`config.mk`:
```
export PLATFORM = sky130hd
export DESIGN_NAME = ex_mem_reg
export DESIGN_NICKNAME = d
export VERILOG_FILES = /design/src/rtl/ex_mem_reg.sv
export SDC_FILE = /design/constraint.sdc
export NUM_CORES = 1
export LEC_CHECK = 0
export ABC_AREA = 1
export ABC_CLOCK_PERIOD_IN_PS = 1000
export BUFFER_PORTS_ARGS = -buffer_cell sky130_fd_sc_hd__clkbuf_2
export CELL_PAD_IN_SITES_DETAIL_PLACEMENT = 1
export CELL_PAD_IN_SITES_GLOBAL_PLACEMENT = 1
export CORE_AREA = 2 2 192 194
export DETAILED_ROUTE_END_ITERATION = 10
export DIE_AREA = 0 0 194 196
export PLACE_DENSITY = 0.67
export REMOVE_ABC_BUFFERS = 1
export SYNTH_ARGS = -nofsm -noshare
export SYNTH_HDL_FRONTEND = slang
export SYNTH_SLANG_ARGS = --single-unit
export TNS_END_PERCENT = 20
```
`constraint.sdc`:
```
create_clock -name clk -period 1 [get_ports clk]
set_clock_uncertainty 0.1 [all_clocks]
set_input_delay 0 -clock clk [delete_from_list [all_inputs] [get_ports clk]]
set_output_delay 0 -clock clk [all_outputs]
set_load 0.1 [all_outputs]
```
`src/rtl/ex_mem_reg.sv`:
```
// EX/MEM pipeline register with stall/flush, forwarding-hit flags and optional perf counters.
// Define EX_MEM_PERF_CNT_EN to build the saturating bubble/stall counters; otherwise they read 0.
module ex_mem_reg #(
   parameter int DW = 64,
   parameter int RW = 5
) (
   input  logic          clk,
   input  logic          reset,
   input  logic          stall_in,
   input  logic          flush_in,
   input  logic          ex_valid,
   input  logic          ex_MemWrite,
   input  logic          ex_read_en,
   input  logic          ex_RegWrite,
   input  logic [1:0]    ex_MemToReg,
   input  logic [DW-1:0] ex_alu_result,
   input  logic [DW-1:0] ex_data_b,
   input  logic [DW-1:0] ex_norm_result,
   input  logic [RW-1:0] ex_rd,
   input  logic [RW-1:0] ex_rn,
   input  logic [RW-1:0] ex_rm,
   output logic          MemWrite_reg_mem,
   output logic          read_en_reg_mem,
   output logic          RegWrite_reg_mem,
   output logic [1:0]    MemToReg_reg_mem,
   output logic [DW-1:0] alu_result_reg,
   output logic [DW-1:0] data_b,
   output logic [DW-1:0] norm_result_mem,
   output logic [RW-1:0] rd_mem,
   output logic          valid_mem,
   output logic          fwd_rn_hit,
   output logic          fwd_rm_hit,
   output logic          fwd_load_hit,
   output logic [31:0]   bubble_cnt,
   output logic [31:0]   stall_cnt
);

   localparam logic [RW-1:0] XZR = RW'(31);

   logic fwd_src_ok;

   // Reset and flush both load an all-zero bubble; stall simply holds.
   always_ff @(posedge clk) begin
      if (reset || flush_in) begin
         valid_mem        <= 1'b0;
         MemWrite_reg_mem <= 1'b0;
         read_en_reg_mem  <= 1'b0;
         RegWrite_reg_mem <= 1'b0;
         MemToReg_reg_mem <= 2'b00;
         alu_result_reg   <= '0;
         data_b           <= '0;
         norm_result_mem  <= '0;
         rd_mem           <= '0;
      end else if (!stall_in) begin
         valid_mem        <= ex_valid;
         MemWrite_reg_mem <= ex_valid & ex_MemWrite;
         read_en_reg_mem  <= ex_valid & ex_read_en;
         RegWrite_reg_mem <= ex_valid & ex_RegWrite;
         MemToReg_reg_mem <= ex_MemToReg;
         alu_result_reg   <= ex_alu_result;
         data_b           <= ex_data_b;
         norm_result_mem  <= ex_norm_result;
         rd_mem           <= ex_rd;
      end
   end

   // XZR writes are still registered but never forwarded.
   assign fwd_src_ok   = valid_mem & RegWrite_reg_mem & (rd_mem != XZR);
   assign fwd_rn_hit   = fwd_src_ok & (rd_mem == ex_rn);
   assign fwd_rm_hit   = fwd_src_ok & (rd_mem == ex_rm);
   assign fwd_load_hit = (fwd_rn_hit | fwd_rm_hit) & (MemToReg_reg_mem == 2'b01);

`ifdef EX_MEM_PERF_CNT_EN
   logic [31:0] bubble_cnt_q;
   logic [31:0] stall_cnt_q;
   logic        bubble_ev;
   logic        stall_ev;

   assign bubble_ev = flush_in | (~stall_in & ~ex_valid);
   assign stall_ev  = stall_in & ~flush_in;

   always_ff @(posedge clk) begin
      if (reset) begin
         bubble_cnt_q <= '0;
         stall_cnt_q  <= '0;
      end else begin
         if (bubble_ev && bubble_cnt_q != 32'hFFFF_FFFF) bubble_cnt_q <= bubble_cnt_q + 32'd1;
         if (stall_ev && stall_cnt_q != 32'hFFFF_FFFF)   stall_cnt_q  <= stall_cnt_q + 32'd1;
      end
   end

   assign bubble_cnt = bubble_cnt_q;
   assign stall_cnt  = stall_cnt_q;
`else
   assign bubble_cnt = 32'd0;
   assign stall_cnt  = 32'd0;
`endif

endmodule

```
==> results of run 1 <==
[final cells by class]
| type | instances | area [µm²] |
|---|---|---|
| Sequential cell | 203 | 4420 |
| Clock buffer | 37 | 711 |
| Multi-Input combinational cell | 699 | 3640 |
| Antenna cell | 6 | 15.0 |
| Timing Repair Buffer | 704 | 8130 |
| Tap cell | 468 | 586 |
| Inverter | 6 | 30.0 |
| Fill cell | 3938 | 18500 |
| Clock inverter | 4 | 26.3 |
[worst min-delay path: stages]
cell and delay (ns):
clkbuf_2 0.08, or2_4 0.28, buf_12 0.22, a21oi_2 0.04
[layout by cell type, fill, tap and decap left out, types with 2 or more instances in the layout]
master / netlist / routed
nand2_1: 407 / 406
buf_12: 0 / 225
clkbuf_2: 0 / 215
dlygate4sd3_1: 0 / 204
a21oi_2: 170 / 173
dfxtp_2: 0 / 164
conb_1: 1 / 64
buf_4: 68 / 44
dfxtp_4: 0 / 39
a21oi_1: 32 / 29
clkbuf_16: 0 / 25
buf_6: 20 / 16
clkbuf_1: 8 / 8
diode_2: 0 / 6
xor2_1: 6 / 6
nor2_1: 8 / 5
nand3_1: 6 / 4
clkbuf_8: 0 / 4
nor2_2: 0 / 3
xnor2_2: 0 / 2
nand3_2: 0 / 2
inv_2: 1 / 2
inv_1: 5 / 2
inv_6: 0 / 2
clkinv_2: 0 / 2
[through the flow]
step                      setup slack, ns  utilization  hold WS [ns]  TNS [ns]
after global placement             -0.472        0.393         0.133     -6.42
after detailed placement           -0.559        0.393         0.138     -7.48
after floorplan                     -5.05            -      -0.00439   -975.16
final                               -1.02        0.486        0.0461    -85.04
after global routing                -1.08        0.486        0.0637   -100.51
after CTS                          -0.951        0.482        0.0382    -87.27
[power breakdown]
part / leakage, nW / switching (mW) / internal, mW / total [mW]
sequential: 1.76 / 0.299 / 8.32 / 8.62
combinational: 5.03 / 4.39 / 2.32 / 6.71
clock: 0.359 / 3.65 / 4.87 / 8.51
[logic make-up after synthesis]
family | Yosys count | synth area share
compound gates | 204 | 0.199
xor+xnor | 9 | 0.00941
buf+inv | 138 | 0.116
flops | 203 | 0.485
other cells | 1 | 0.000448
simple gates | 422 | 0.190
[metal layers]
| layer | wire length, µm | vias up | share of wire |
|---|---|---|---|
| met3 | 2740 | 131 | 0.065 |
| met2 | 23300 | 419 | 0.55 |
| met4 | 2190 | 0 | 0.052 |
| met5 | 0 | - | 0 |
| li1 | - | 4303 | - |
| met1 | 14100 | 4499 | 0.33 |
[worst paths after layout]
check | start | to | slack [ns] | cells after the start
max | rd_mem[1]$_SDFFE_PP0N_ | fwd_rm_hit | -1.02 | 10
min | flush_in | norm_result_mem[43]$_SDFFE_PP0N_ | 0.05 | 4
max reg2reg | rd_mem[2]$_SDFFE_PP0N_ | rd_mem[2]$_SDFFE_PP0N_ | -0.05 | 5
min reg2reg | norm_result_mem[3]$_SDFFE_PP0N_ | norm_result_mem[3]$_SDFFE_PP0N_ | 0.38 | 2
[repair_timing]
item | 4_1_cts | 5_1_grt
buffers inserted | 8 | 8
gates cloned | 0 | 0
endpoints found under the setup margin | 207 | 409
pin swaps | 6 | 4
endpoints found under the hold margin | 203 | 63
hold buffers | 207 | 1
resized for setup | 230 | 46
==> reports/qor.yml, run 1 <==
pwr:
  p_total_mw: 23.8
  p_leak_nw: 7.14
  ir_drop_uv: 1140
  p_per_area_nw_per_um2: 1360
global_route:
  antenna_found_initial: 6
  use_met1: 0.201
  grt_pass1_wl_um: 62600
  grt_most_used_layer: "met2"
  grt_max_degree: 36
  grt_util_met3: 0.0533
  track_usage: 0.208
  met2_usage: 0.401
  gr-total-overflow: 0
  grt_pass1_vias: 10811
placed_design:
  numPortBuffers: 422
  post-place-cells: 1862
  hpwl_um: 24000
  place_area_um2: 14200
  gp_congestion: 0.838
route:
  drc_errors: 0
  num_vias: 9352
  wl_per_cell_um: 19.9
  vias_per_cell: 4.40
  drtIter0Drc: 277
  postRouteAntennaNets: 0
  first_pass_iters: 4
  drt_wl_total_um: 42300
worst_setup_path:
  cp-end-kind: "output port"
  critPathRequiredTime_ns: 0.90
  critPathKind: "reg -> out"
  crit_fanout: 5
  max_stage_delay_ns: 0.36
  cpMostUsedCell: "nand2_1"
  path_cells: "inv_2, nand2_1, nand2_1, nand2_1, nor2_2, nand3_2, buf_4, buf_6, inv_4, buf_12"
  worstPathArrival_ns: 1.92
  critPathBufInv: 5
  crit_path_start_kind: "register"
  cp_top_family: "buffers and inverters"
  slowest_stage: "dfxtp_4"
synthesis:
  synth_top_cell_by_area: "dfxtp_1"
  synth_flop_cell: "dfxtp_1"
  synth_cells: 977
  synth-edff-count: 0
  synthDistinctLibCells: 17
  ys_seq_area_frac: 0.485
  yosys-top-cells-count: "407 x nand2_1, 203 x dfxtp_1, 170 x a21oi_2"
  synth_top_area_frac: 0.485
  netlist_top_cells_area: "dfxtp_1 49%, nand2_1 18%, a21oi_2 18%"
  avgSynthCellArea_um2: 8.57
  synth.most_common_cell: "nand2_1"
  syn_area_um2: 8370
  ys_async_sr_fraction: 0
  synth_seq_cells: 203
  ys_warn_count: 0
clock_network:
  clock_sinks: 203
  path_clk_slew_ns: 0.06
  clock_latency_ns: 0.53
  cts_tree: "built"
  cts-buffers-inserted: 25
  htree_levels: 1
  clk_path_buf_depth: 3
  cts-root-buf: "clkbuf_16"
sta:
  period_needed_ns: 2.02
  setup_slack_ns: -1.02
  rsz0062_at_grt: "yes"
  tightest_slew_ns: 0.524
  hold_viol: 0
  max_slew_margin: 0.649
  finalSetupViolations: 409
  slew_violations: 0
  period_share: 2.02
  clock.fmax_mhz: 494
cells_and_area:
  drive_above_1_share: 0.558
  area_growth_pct: 110
  nNetsFinal: 1856
  fin_area_um2: 17600
  layoutNonFillerInstCount: 2127
min_path:
  hp-class: "in -> reg"
die:
  core-area_um2: 36100
  die_x_um: 194
  die_area_um2: 38000
  die_h_um: 196
  initial_utilization: 0.232
  rows: 70
  pin_count: 487
run:
  cap_violations: 0
outcome:
  violations: "negative setup slack"
  status: "complete, but fails checks"
Note: power is estimated with default switching activity, not from simulation.
==> inputs of run 2 (changes only) <==
==> constraint.sdc (replaced) <==
create_clock -name clk -period 1 [get_ports clk]
set_clock_uncertainty 0.1 [all_clocks]
set_input_delay 0.2 -clock clk [delete_from_list [all_inputs] [get_ports clk]]
set_output_delay 0.2 -clock clk [all_outputs]
set_load 0.1 [all_outputs]
==> reports/qor.yml, run 2 (synthesized netlist as in run 1, its figures left out) <==
outcome:
  status: "complete, but fails checks"
  violations: "negative setup slack"
worst_setup_path:
  cp_top_family: "flip-flops"
  crit_end: "fwd_load_hit"
  path_cells: "xor2_1, nor2_1, nand3_2, a21oi_2, buf_4, buf_12"
  startpoint: "rd_mem[3]$_SDFFE_PP0N_"
  timing.rr.end: "rd_mem[2]$_SDFFE_PP0N_"
  crit_path_start_kind: "register"
  worstPathArrival_ns: 1.88  # -0.04 ns
  worst-path-stages: 6  # -4
  critPathKind: "reg -> out"
  cp-end-kind: "output port"
  r2r_slack_ns: -0.11  # -0.06 ns
  max_stage_delay_ns: 0.37  # about the same
  critPathRequiredTime_ns: 0.70  # -0.20 ns
  slowest_stage: "dfxtp_4"
  critPathBufInv: 2  # -3
  rr_startpoint: "rd_mem[2]$_SDFFE_PP0N_"
  crit_fanout: 4  # -1
  reg2reg_depth: 5  # unchanged
pwr:
  p_total_mw: 24.0  # +0.71%
  ir_drop_uv: 1170  # +2.7%
  p_leak_nw: 7.18  # +0.48%
  p_per_area_nw_per_um2: 1370  # +0.62%
cells_and_area:
  area_growth_pct: 110  # about the same
  final_common_cell: "nand2_1"
  drive_above_1_share: 0.564  # +0.00582
  nNetsFinal: 1860  # +0.22%
  fin_area_um2: 17600  # about the same
  layoutNonFillerInstCount: 2131  # +0.19%
  layout_common_cells: "402 x nand2_1, 219 x buf_12, 215 x clkbuf_2, 204 x dlygate4sd3_1, 173 x a21oi_2"
sta:
  clock.fmax_mhz: 458  # -7.4%
  period_share: 2.18  # +0.161
  worst_hold_slack_ns: 0.0305  # -0.0156 ns
  setup_slack_ns: -1.18  # -0.161 ns
  finalSetupViolations: 208  # -49%
  slew_violations: 0  # unchanged
  period_needed_ns: 2.18  # +0.161 ns
  rsz0062_at_grt: "yes"
  hold_viol: 0  # unchanged
global_route:
  grt_max_degree: 61  # +69%
  grt_pass1_vias: 10540  # -2.5%
  gr-total-overflow: 0  # unchanged
  antenna_found_initial: 4  # -2
  track_usage: 0.201  # -0.00644
  grt_pass1_wl_um: 60300  # -3.7%
route:
  drtIter0Drc: 235  # -15%
  drt_wl_total_um: 41000  # -3.0%
  vias_per_cell: 4.35  # -1.1%
  first_pass_iters: 4  # unchanged
  wl_per_cell_um: 19.3  # -3.2%
  postRouteAntennaNets: 0  # unchanged
  drc_errors: 0  # unchanged
  num_vias: 9269  # -0.89%
clock_network:
  cts-buffers-inserted: 24  # -4.0%
  cts_tree: "built"
  cts-root-buf: "clkbuf_16"
  clk_path_buf_depth: 3  # unchanged
  path_clk_slew_ns: 0.06  # about the same
  clock_sinks: 203  # unchanged
  htree_levels: 1  # unchanged
  clock_latency_ns: 0.51  # -0.02 ns
placed_design:
  post-place-cells: 1855  # -0.38%
  place_area_um2: 14100  # -0.90%
  numPortBuffers: 422  # unchanged
  gp_congestion: 0.849  # +1.4%
  hpwl_um: 23500  # -1.9%
die:
  die_h_um: 196  # unchanged
  pin_count: 487  # unchanged
  die_x_um: 194  # unchanged
  die_area_um2: 38000  # unchanged
  initial_utilization: 0.232  # unchanged
  core-area_um2: 36100  # unchanged
  rows: 70  # unchanged
min_path:
  hp-class: "in -> reg"
  min_path_cells: 4  # unchanged
run:
  cap_violations: 0  # unchanged
run 2: cell types whose count changed in the layout (fill, tap and decap cells not counted), moves of 2 or more:
cell	delta
dfxtp_4	-4
nand2_2	+4
buf_12	-6
clkbuf_1	-2
clkbuf_8	+2
dfxtp_2	+4
buf_4	+14
diode_2	-2
buf_6	-4
nand2_1	-4
run 2: how the worst min path moves through the flow:
| stage | from | to | slack, ns |
|---|---|---|---|
| 3_5_place_dp | ex_norm_result[63] | norm_result_mem[63]$_SDFFE_PP0N_ | 0.34 |
| 2_1_floorplan | stall_in | MemToReg_reg_mem[1]$_SDFFE_PP0N_ | 0.20 |
| 6_report | stall_in | alu_result_reg[47]$_SDFFE_PP0N_ | 0.03 |
| 3_3_place_gp | ex_alu_result[59] | alu_result_reg[59]$_SDFFE_PP0N_ | 0.33 |
| 4_1_cts | stall_in | alu_result_reg[47]$_SDFFE_PP0N_ | 0.006 |
| 5_1_grt | stall_in | alu_result_reg[47]$_SDFFE_PP0N_ | 0.04 |
run 2: routing by layer:
layer  track usage  part of all wire  vias to the layer above
li1              -                 -                     4313
met1         0.193              0.34                     4435
met2         0.388              0.54                      392
met3        0.0560             0.065                      129
met4         0.106             0.057                        0
met5             0                 0                        -
run 2: through the flow:
stage	worst slack (ns)	TNS (ns)	utilization
floorplan	-5.25	-1056.96	-
finish	-1.18	-77.56	0.487
detailed placement	-0.760	-54.06	0.390
global route	-1.28	-85.61	0.487
global placement	-0.647	-50.81	0.390
CTS	-1.14	-83.12	0.479
run 2: power by group:
part	leakage (nW)	total [mW]	switching, mW	internal [mW]
Sequential	1.76	8.63	0.301	8.33
Combinational	5.04	6.65	4.36	2.29
Clock	0.383	8.73	3.61	5.12
run 2: cell type report:
class | instances | area, µm²
clock inverter | 6 | 70.1
clock buffer | 36 | 706
tap | 468 | 586
inverter | 6 | 32.5
multi-input combinational | 699 | 3670
fill | 3934 | 18500
timing repair buffer | 709 | 8090
antenna | 4 | 10.0
sequential | 203 | 4410
run 2: repair_timing:
action | CTS | global route
resized for setup | 231 | 49
buffers inserted | 7 | 24
hold buffers | 205 | 0
pin swaps | 5 | 8
endpoints found under the setup margin | 207 | 210
endpoints found under the hold margin | 203 | 0
run 2: worst min-delay path, stage by stage:
cell and delay [ns]:
buf_6 0.12, buf_12 0.16, nand2_1 0.09, a21oi_2 0.05
